`config.mk`:
```
export PLATFORM = sky130hd
export DESIGN_NAME = mario_motion_ctrl
export DESIGN_NICKNAME = d
export VERILOG_FILES = /design/src/rtl/mario_motion_ctrl.sv
export SDC_FILE = /design/constraint.sdc
export NUM_CORES = 1
export LEC_CHECK = 0
export ABC_AREA = 1
export ABC_CLOCK_PERIOD_IN_PS = 5970
export CORE_UTILIZATION = 53
export DETAILED_ROUTE_END_ITERATION = 6
export MAX_ROUTING_LAYER = met4
export PLACE_DENSITY_LB_ADDON = 0.08
export SYNTH_ARGS = -nofsm -noshare
export SYNTH_HDL_FRONTEND = slang
export SYNTH_SLANG_ARGS = --single-unit
```
`constraint.sdc`:
```
create_clock -name frame_clk -period 5.97 [get_ports frame_clk]
set_input_delay 0.8955 -clock frame_clk [delete_from_list [all_inputs] [get_ports frame_clk]]
set_output_delay 0.8955 -clock frame_clk [all_outputs]
set_load 0.03 [all_outputs]
```
`src/rtl/mario_motion_ctrl.sv`:
```
`default_nettype none
// +--------------------------------------------------------------------------+
// | mario_motion_ctrl: per-frame walk / jump / gravity integration of        |
// | Mario's sprite position. Optional MARIO_VARIABLE_JUMP_EN: short hops.    |
// | Rev 1.0                                                                  |
// +--------------------------------------------------------------------------+
module mario_motion_ctrl #(
  parameter int         X_START     = 50,
  parameter int         X_MIN       = 0,
  parameter int         X_MAX       = 639,
  parameter int         SPRITE_W    = 16,
  parameter int         GROUND_Y    = 400,
  parameter int         WALK_SPEED  = 2,
  parameter int         GRAVITY_MAX = 8,
  parameter logic [7:0] JUMP_KEY    = 8'h1A,
  parameter logic [7:0] LEFT_KEY    = 8'h04,
  parameter logic [7:0] RIGHT_KEY   = 8'h07
) (
  input  logic        frame_clk,
  input  logic        Reset,
  input  logic [31:0] keycode,
  input  logic [31:0] jump_y_motion,
  output logic        jump_en,
  output logic        hit_ground,
  output logic [9:0]  pos_x,
  output logic [9:0]  pos_y,
  output logic        facing_left,
  output logic        airborne,
  output logic [3:0]  fall_vel
);

  typedef enum logic [1:0] {
    GROUNDED = 2'd0,
    LAUNCH   = 2'd1,
    RISING   = 2'd2,
    FALLING  = 2'd3
  } state_t;

  localparam logic [9:0]         c_x_start  = 10'(X_START);
  localparam logic [9:0]         c_ground   = 10'(GROUND_Y);
  localparam logic [11:0]        c_ground_w = 12'(GROUND_Y);
  localparam logic signed [11:0] c_ground_s = 12'(GROUND_Y);
  localparam logic signed [11:0] c_x_min    = 12'(X_MIN);
  localparam logic signed [11:0] c_x_right  = 12'(X_MAX - SPRITE_W + 1);
  localparam logic signed [11:0] c_walk     = 12'(WALK_SPEED);
  localparam logic [3:0]         c_grav     = 4'(GRAVITY_MAX);

  state_t             r_state, w_state_nxt;
  logic [1:0]         r_launch_cnt, w_launch_cnt_nxt, w_launch_cnt_inc;
  logic [9:0]         r_pos_x, w_pos_x_nxt;
  logic [9:0]         r_pos_y, w_pos_y_nxt;
  logic [3:0]         r_fall_vel, w_fall_vel_nxt, w_vel_inc;
  logic               r_jump_en, w_jump_en_nxt;
  logic               r_hit_ground, w_hit_ground_nxt;
  logic               r_facing_left, w_facing_left_nxt;
  logic               r_jump_prev;
  logic               w_jump_key, w_left_key, w_right_key;
  logic signed [7:0]  w_motion;
  logic signed [11:0] w_rise_sum, w_x_left, w_x_right;
  logic [11:0]        w_fall_sum;
  logic               w_unused;

  function automatic logic key_hit(input logic [31:0] kc, input logic [7:0] key);
    logic hit;
    hit = 1'b0;
    for (int i = 0; i < 4; i++) begin
      if (key != 8'h00 && kc[8*i +: 8] == key) hit = 1'b1;
    end
    return hit;
  endfunction

  function automatic logic [9:0] clamp_y(input logic signed [11:0] s);
    if (s < 12'sd0)            return 10'd0;
    else if (s > c_ground_s)   return c_ground;
    else                       return s[9:0];
  endfunction

  assign w_jump_key       = key_hit(keycode, JUMP_KEY);
  assign w_left_key       = key_hit(keycode, LEFT_KEY);
  assign w_right_key      = key_hit(keycode, RIGHT_KEY);
  assign w_motion         = jump_y_motion[7:0];
  assign w_unused         = ^jump_y_motion[31:8];
  assign w_rise_sum       = $signed({2'b00, r_pos_y}) + $signed({{4{w_motion[7]}}, w_motion});
  assign w_vel_inc        = (r_fall_vel >= c_grav) ? c_grav : r_fall_vel + 4'd1;
  assign w_fall_sum       = {2'b00, r_pos_y} + {8'd0, w_vel_inc};
  assign w_x_left         = $signed({2'b00, r_pos_x}) - c_walk;
  assign w_x_right        = $signed({2'b00, r_pos_x}) + c_walk;
  assign w_launch_cnt_inc = r_launch_cnt + 2'd1;

  always_comb begin
    w_state_nxt       = r_state;
    w_launch_cnt_nxt  = r_launch_cnt;
    w_pos_x_nxt       = r_pos_x;
    w_pos_y_nxt       = r_pos_y;
    w_fall_vel_nxt    = r_fall_vel;
    w_jump_en_nxt     = 1'b0;
    w_hit_ground_nxt  = 1'b0;
    w_facing_left_nxt = r_facing_left;

    case (r_state)
      GROUNDED: begin
        w_pos_y_nxt    = c_ground;
        w_fall_vel_nxt = 4'd0;
        if (w_jump_key && !r_jump_prev) begin
          w_jump_en_nxt    = 1'b1;
          w_state_nxt      = LAUNCH;
          w_launch_cnt_nxt = 2'd0;
        end
      end
      LAUNCH: begin
        // Wait out the jump FSM's response latency; give up if it never answers.
        if (w_motion[7]) begin
          w_state_nxt = RISING;
          w_pos_y_nxt = clamp_y(w_rise_sum);
        end else if (w_launch_cnt_inc == 2'd2) begin
          w_state_nxt      = GROUNDED;
          w_launch_cnt_nxt = 2'd0;
        end else begin
          w_launch_cnt_nxt = w_launch_cnt_inc;
        end
      end
      RISING: begin
        if (w_motion[7]) begin
          w_pos_y_nxt = clamp_y(w_rise_sum);
        end else begin
          w_state_nxt    = FALLING;
          w_fall_vel_nxt = 4'd0;
        end
`ifdef MARIO_VARIABLE_JUMP_EN
        if (!w_jump_key) begin
          w_pos_y_nxt    = r_pos_y;
          w_state_nxt    = FALLING;
          w_fall_vel_nxt = 4'd0;
        end
`endif
      end
      FALLING: begin
        if (w_fall_sum >= c_ground_w) begin
          w_pos_y_nxt      = c_ground;
          w_fall_vel_nxt   = 4'd0;
          w_hit_ground_nxt = 1'b1;
          w_state_nxt      = GROUNDED;
        end else begin
          w_pos_y_nxt    = w_fall_sum[9:0];
          w_fall_vel_nxt = w_vel_inc;
        end
      end
      default: w_state_nxt = GROUNDED;
    endcase

    if (w_left_key && !w_right_key) begin
      w_pos_x_nxt       = (w_x_left < c_x_min) ? c_x_min[9:0] : w_x_left[9:0];
      w_facing_left_nxt = 1'b1;
    end else if (w_right_key && !w_left_key) begin
      w_pos_x_nxt       = (w_x_right > c_x_right) ? c_x_right[9:0] : w_x_right[9:0];
      w_facing_left_nxt = 1'b0;
    end
  end

  always_ff @(posedge frame_clk) begin
    if (Reset) begin
      r_state       <= GROUNDED;
      r_launch_cnt  <= 2'd0;
      r_pos_x       <= c_x_start;
      r_pos_y       <= c_ground;
      r_fall_vel    <= 4'd0;
      r_jump_en     <= 1'b0;
      r_hit_ground  <= 1'b0;
      r_facing_left <= 1'b0;
      r_jump_prev   <= 1'b1;
    end else begin
      r_state       <= w_state_nxt;
      r_launch_cnt  <= w_launch_cnt_nxt;
      r_pos_x       <= w_pos_x_nxt;
      r_pos_y       <= w_pos_y_nxt;
      r_fall_vel    <= w_fall_vel_nxt;
      r_jump_en     <= w_jump_en_nxt;
      r_hit_ground  <= w_hit_ground_nxt;
      r_facing_left <= w_facing_left_nxt;
      r_jump_prev   <= w_jump_key;
    end
  end

  assign jump_en     = r_jump_en;
  assign hit_ground  = r_hit_ground;
  assign pos_x       = r_pos_x;
  assign pos_y       = r_pos_y;
  assign fall_vel    = r_fall_vel;
  assign facing_left = r_facing_left;
  assign airborne    = (r_state != GROUNDED);

endmodule
`default_nettype wire

```
After elaboration in Yosys (flattened, before gate mapping)
Cells that the tools add are included. W data, S select, Z words.

Register bits: 32. Bits in latches: 0. RAM bits: 0. Memory bits (read-only): 0. Input port bits: 66. Memories kept: 0.

Add/subtract/negate cells: 6. Multiply operators: 0. Div/mod/pow operators: 0. Magnitude comparators: 6. Eq/ne operators: 22. Shift operators: 0. Muxes and demuxes: 39. Bitwise gates (word level): 2. Reduce and logical (&&, ||, !) cells: 17.

Operator list (number): $mux W10 (8); $eq A8 B3 Y1 const B (8); $eq A8 B5 Y1 const B (4); $pmux W10 S3 (1); $mux W1 (16); $mux W2 (8); $add A11 B8 Y12 (1); $gt A12 B10 Y1 const B (1); $lt A12 B1 Y1 const B (1); $mux W4 (3); $pmux W4 S3 (1); $add A10 B2 Y11 const B (1); $add A10 B4 Y11 (1); $ge A11 B9 Y1 const B (1); $gt A11 B10 Y1 const B (1); $lt A11 B1 Y1 const B (1); $sub A10 B2 Y11 const B (1); $ne A2 B2 Y1 const B (4); $pmux W2 S4 (1); $eq A2 B2 Y1 const B (3); $reduce_bool A2 Y1 (3); $reduce_or A2 Y1 (3); $add A4 B1 Y4 const B (1); $ge A4 B4 Y1 const B (1); 13 further kinds (18).

Logic depth before layout (Yosys ltp)
Gate-level depths: netlist of run 1.

Depth after elaboration: 9. Gate-level depth with buffers: 21. Mapped depth without buffers: 21.

Worst setup path before layout of run 1
Ideal clock, no wire load.

Path kind: in2reg. Start point: in keycode[15]. End point: reg r_pos_x[7] (netlist: pos_x[7]). Arrival time: 2609 ps. Data required time: 5853 ps. Path slack: 3244 ps. Cell stages on the path: 11. Cell sequence: or2_2 nor3_1 nand4_1 o311ai_0 a41oi_1 ha_1 inv_1 clkbuf_1 o21ai_0 a21oi_1 nor2_1.

Longest elaborated chain between the ends: 7. Elaborated cells between the ends (all ways): 14. Classes of those cells: 2 x eq/ne; 7 x mux; 5 x reduce/logical.

Ends and longest elaborated chain: start, declared (line 21) `input logic [31:0] keycode,`; $eq A8 B3 Y1 (line 67) `if (key != 8'h00 && kc[8*i +: 8] == key) hit = 1'b1;`; $mux W1 (3 in a row) (line 67); $logic_not A1 Y1, on equally long branches (line 151, 154); $logic_and A1 B1 Y1, on equally long branches (line 151, 154); $mux W10 or $reduce_bool A2 Y1 (tied branches); end signal, assigned (line 164) `r_pos_x <= c_x_start;`; end signal, assigned (line 174) `r_pos_x <= w_pos_x_nxt;`; end, declared (line 50) `logic [9:0] r_pos_x, w_pos_x_nxt;`.

Several ways; a longest one is shown, not always the timed one. A chain may end at the register's enable or synchronous reset.

Worst setup path in the final report of run 1
Start point: in keycode[15]. End point: reg r_pos_x[6] (netlist: pos_x[6]).

Same word-level chain as after synthesis.

==> metrics.cfg, run 1 <==
[detailed_routing]
wl_per_cell_um=12.3
vias=3561
viasPerCell=5.22
ant_nets=0
first_iter_violations=171
drtPass1Iterations=5
drc=0
drt_wl_total_um=8360

[min_path]
holdCritStartpoint=r_launch_cnt[1]$_SDFFE_PP0P_
min_to=r_launch_cnt[1]$_SDFFE_PP0P_
hold_depth=2
hold_path_class=reg -> reg

[clock_tree]
cts-buffers-inserted=5
insertion_delay_ps=290
cts_buffer_depth=2
h-tree-depth=2
cts_tree=done
post_cts_resize_count=0
cts_sinks=31
ctsHoldBuffers=0
cts_root_buf=clkbuf_8
clk_pin_slew_ps=70
post_cts_buffers=0

[global_routing]
antenna_found_initial=0
grt_max_degree=17
grt_pass1_vias=3249
grt_overflow=0
grt_pass1_wl_um=13900
grtUsageTotal_pct=27.7

[yosys]
yosysTopAreaCell=dfxtp_1
ys_seq_elements=31
syn_area_per_cell_sq_um=6.03
syn_area_sq_mm=0.00325
yosys_warnings=0
yosys_most_used_dff=dfxtp_1
ys_top_cells_by_area=dfxtp_1 (19%), nand2_1 (17%), ha_1 (10%), inv_1 (9.0%), nor2_1 (6.1%)
syn-num-nets=633
seq_area_frac_synth_pct=19.1
yosysUniqueCellTypes=41
netlist_instances=539
synth.most_common_cell=nand2_1
ys_top_cells_by_count=nand2_1 (150), inv_1 (78), nor2_1 (53)
synth_edf_count=0
async_flop_share_pct=0
yosysTopAreaCellShare_pct=19.1

[cells_and_area]
drive_gt1_share_pct=7.25
syn_to_final_growth_pct=25.8
diodes=0
final_area_sq_mm=0.00409
fin_nets=700
nFillCells=565

[timing]
slew_headroom_pct=53.4
rsz0062_at_grt=false
fin_crit_sh_pct=54.7
finClkSkew_ps=9.73
setup_tns_ps=0
hold_viol=0
worstMarginPinSlew_ps=697
fmax_mhz=306
timing.hold.ws_ps=437
setup_violations=0
finalMaxSlewViolations=0
finalCriticalPeriod_ps=3270

[critical_path]
worst-endpoint-required_ps=6150
startpoint_type=input port
crit_fanout=15
crit-reg2reg-launch=fall_vel[0]$_SDFFE_PP0P_
worstPathArrival_ps=3450
r2r-end=pos_y[4]$_SDFFE_PP1P_
critPathKind=in -> reg
crit_path_end_kind=flop
r2r_setup_slack_ps=3230
reg2reg_depth=18
critical_path.startpoint=keycode[15]

[power]
ir_drop_uv=169
power.density_mw_per_mm2=208
p_leak_uw=0.00197

[placement]
dp_hpwl_um=6710
gp_congestion=0.940
dpl-instance-area_sq_mm=0.00399
io_buffers=68

[floorplanning]
die_area_sq_mm=0.00645
start_util_pct=54.9
dieHeight_um=80.3
io_pins=94
coreArea_sq_mm=0.00592
die_w_um=80.3
rows=28

[job]
drv_cap=0

[outcome]
outcome=finished, final reports clean

## critical path, cell delays in order
cell,delay [ps]
clkdlybuf4s50_1,400
or2_2,310
nor3_1,220
nand4_1,110
o311ai_0,130
a41oi_1,100
ha_1,400
inv_1,350
nand2_1,180
a32oi_1,250
a21oi_1,100
## cell families (layout without fill, tap and decap cells)
| kind of cell | after synthesis | in the layout | synth area share (%) |
|---|---|---|---|
| AND/OR/NAND/NOR | 304 | 304 | 43.0 |
| adder cells (fa/ha/maj) | 28 | 28 | 11.2 |
| AO/OA/AOI/OAI | 65 | 65 | 11.3 |
| XOR/XNOR | 15 | 15 | 4.04 |
| flip-flops | 31 | 31 | 19.1 |
| buffers and inverters | 95 | 163 | 11.2 |
| other | 1 | 1 | 0.115 |
## cell type report
cell class | count | area, sq um | area share, %
Clock buffer | 8 | 100 | 2.45
Inverter | 87 | 327 | 7.99
Multi-Input combinational cell | 413 | 2260 | 55.4
Sequential cell | 31 | 621 | 15.2
Tap cell | 75 | 93.8 | 2.30
Timing Repair Buffer | 68 | 681 | 16.7
## per-stage QoR
step | power [uW] | instances | worst slack (ps) | utilization [%]
after floorplan | 546 | 539 | 3240 | -
after global placement | 651 | 674 | 2510 | 67.3
after detailed placement | 662 | 674 | 2430 | 67.3
after CTS | 850 | 682 | 2730 | 69.0
after global routing | 909 | 682 | 2490 | 69.0
final | 850 | 682 | 2700 | 69.0
## registers in the layout, indices dropped and copies added (netlist names)
signal / flops
facing_left: 1
fall_vel: 4
hit_ground: 1
jump_en: 1
pos_x: 9
pos_y: 10
r_jump_prev: 1
r_launch_cnt: 2
r_state: 2
## how the worst max path moves through the flow
stage / endpoint / slack (ps)
2_1_floorplan: pos_x[7]$_SDFFE_PP0P_ / 3240
3_3_place_gp: pos_x[6]$_SDFFE_PP0P_ / 2510
3_5_place_dp: pos_x[6]$_SDFFE_PP0P_ / 2430
4_1_cts: pos_x[6]$_SDFFE_PP0P_ / 2730
5_1_grt: pos_x[9]$_SDFFE_PP0P_ / 2490
6_report: pos_x[6]$_SDFFE_PP0P_ / 2700
## per-layer routing
layer	track usage (%)	wire, um	vias up
met5	-	0	-
met4	8.39	163	0
met3	4.09	484	14
met2	46.7	3830	99
met1	34.2	3870	1565
li1	-	-	1883
## cell usage in the layout, fill, tap and decap left out, drive strengths merged
cell type	Yosys	routed
a211oi	1	1
a21oi	34	34
a22o	1	1
a31oi	1	1
a32oi	1	1
a41oi	1	1
clkbuf	6	8
clkdlybuf4s50	0	68
conb	1	1
dfxtp	31	31
fa	2	2
ha	26	26
inv	87	87
nand2	163	163
nand3	39	39
nand3b	3	3
nand4	25	25
nor2	56	56
nor3	9	9
nor4	6	6
o21ai	21	21
o21bai	1	1
o221ai	2	2
o22ai	1	1
o311ai	1	1
or2	3	3
xnor2	4	4
xor2	11	11
## where the power goes
group	leakage, uW	internal [uW]	total [uW]	switching, uW
Sequential	0.000251	224	252	28.3
Clock	0.0000515	105	188	82.9
Combinational	0.00166	154	410	256
Total	0.00197	483	850	367
No activity file was read; power rests on OpenSTA's default activity.
==> run 2, diff against run 1 <==
- ABC_CLOCK_PERIOD_IN_PS: 5970 -> 3450
- CORE_UTILIZATION: 53 -> 49
- clock period: 5.97 -> 3.45 ns (I/O delays scaled with it)
==> run 2 against run 1 <==
  * Die area is 7.9% higher
  * Hold slack improved by 1.1 ps
  * Critical path depth increased by 1
  * First-iteration DRC count fell by 32%
  * Clock skew decreased by 3.6 ps
  * Cell area grew 0.24%
  * Wire length increased by 1.8%
==> metrics.cfg, run 2 (synthesis results as in run 1) <==
[timing]
rsz0062_at_grt=false
fin_crit_sh_pct=80.9
finalCriticalPeriod_ps=2790
setup_violations=0
finalMaxSlewViolations=0
worstMarginPinSlew_ps=720
setup_tns_ps=0
fmax_mhz=359
finClkSkew_ps=6.09
slew_headroom_pct=51.9
hold_viol=0

[detailed_routing]
viasPerCell=5.23
vias=3582
drc=0
ant_nets=0
drt_wl_total_um=8510
drtPass1Iterations=4
first_iter_violations=117
wl_per_cell_um=12.4

[placement]
gp_congestion=0.919
io_buffers=68
dp_hpwl_um=6810
dpl-instance-area_sq_mm=0.00400

[cells_and_area]
final_common_cell=nand2_1
drive_gt1_share_pct=7.40
largest_reg_flops=10
diodes=0
syn_to_final_growth_pct=26.1
final_area_sq_mm=0.00410
fin_nets=701
nFillCells=632
final_cell_mix=nand2_1 (150), inv_1 (78), clkdlybuf4s50_1 (68)

[power]
swShare_pct=43.3
p_seq_share_pct=29.7
power.density_mw_per_mm2=360
pwr-share-comb_pct=48.2
p_int_uw=835
finalPower_uw=1470
p_switching_uw=638
p_leak_uw=0.00197
ir_drop_uv=286
power_frac_clock_pct=22.1

[clock_tree]
cts_sinks=31
post_cts_resize_count=0
insertion_delay_ps=290
ctsHoldBuffers=0
h-tree-depth=2
clk_pin_slew_ps=70
cts_buffer_depth=2
cts_tree=done
cts_root_buf=clkbuf_8
cts-buffers-inserted=5
post_cts_buffers=0

[critical_path]
crit_path_end_kind=flop
crit_fanout=15
worst-endpoint-required_ps=3600
startpoint_type=input port
worstPathArrival_ps=2940
critPathKind=in -> reg

[job]
drv_cap=0

[floorplanning]
rows=29
die_area_sq_mm=0.00696
start_util_pct=50.9
io_pins=94
dieHeight_um=83.4
die_w_um=83.4
coreArea_sq_mm=0.00639

[global_routing]
grt_overflow=0
antenna_found_initial=0
grt_pass1_wl_um=14300
grt_pass1_vias=3228
grtUsageTotal_pct=25.3
grt_max_degree=17

[min_path]
hold_path_class=reg -> reg

[outcome]
outcome=finished, final reports clean

-- run 2: path summary, 6_finish.rpt --
check / startpoint / endpoint / slack, ps / cells past startpoint
worst max-delay path: keycode[15] / pos_x[9]$_SDFFE_PP0P_ / 660 / 12
worst min register to register: r_launch_cnt[1]$_SDFFE_PP0P_ / r_launch_cnt[1]$_SDFFE_PP0P_ / 440 / 2
worst max register to register: fall_vel[0]$_SDFFE_PP0P_ / pos_y[4]$_SDFFE_PP1P_ / 680 / 18
worst min-delay path: r_launch_cnt[1]$_SDFFE_PP0P_ / r_launch_cnt[1]$_SDFFE_PP0P_ / 440 / 2
-- run 2: power by group through the flow --
| stage | clock network (uW) | logic [uW] | registers (uW) |
|---|---|---|---|
| 2_1_floorplan | 0 | 490 | 454 |
| 3_3_place_gp | 0 | 692 | 442 |
| 3_5_place_dp | 0 | 703 | 443 |
| 4_1_cts | 334 | 708 | 435 |
| 5_1_grt | 348 | 795 | 442 |
| 6_report | 326 | 710 | 437 |
-- run 2: layout make-up --
cell class | instances | area (sq um) | area share [%]
clock buffer | 8 | 100 | 2.44
inverter | 87 | 327 | 7.97
multi-input combinational | 413 | 2260 | 55.3
sequential | 31 | 621 | 15.1
tap | 77 | 96.3 | 2.35
timing repair buffer | 69 | 688 | 16.8
-- run 2: layer usage --
layer	GRT usage, %	share of wire (%)	vias to the layer above
met3	3.38	5.3	14
li1	-	-	1881
met4	7.86	1.9	0
met5	-	0	-
met1	32.2	47	1602
met2	41.8	46	85
-- run 2: through the flow --
stage	utilization [%]	setup slack, ps	cells	hold WS [ps]
finish	64.1	661	685	438
global route	64.1	436	685	462
CTS	64.1	676	685	445
detailed placement	62.6	371	677	435
global placement	62.6	388	677	424
floorplan	-	823	539	416
-- run 2: critical path, stage by stage --
cell and delay, ps:
clkdlybuf4s50_1 390, or2_2 300, nor3_1 200, nand4_1 110, o311ai_0 130, a41oi_1 90
ha_1 370, inv_1 350, nand4_1 180, xor2_1 170, nand2_1 70, a21oi_1 60
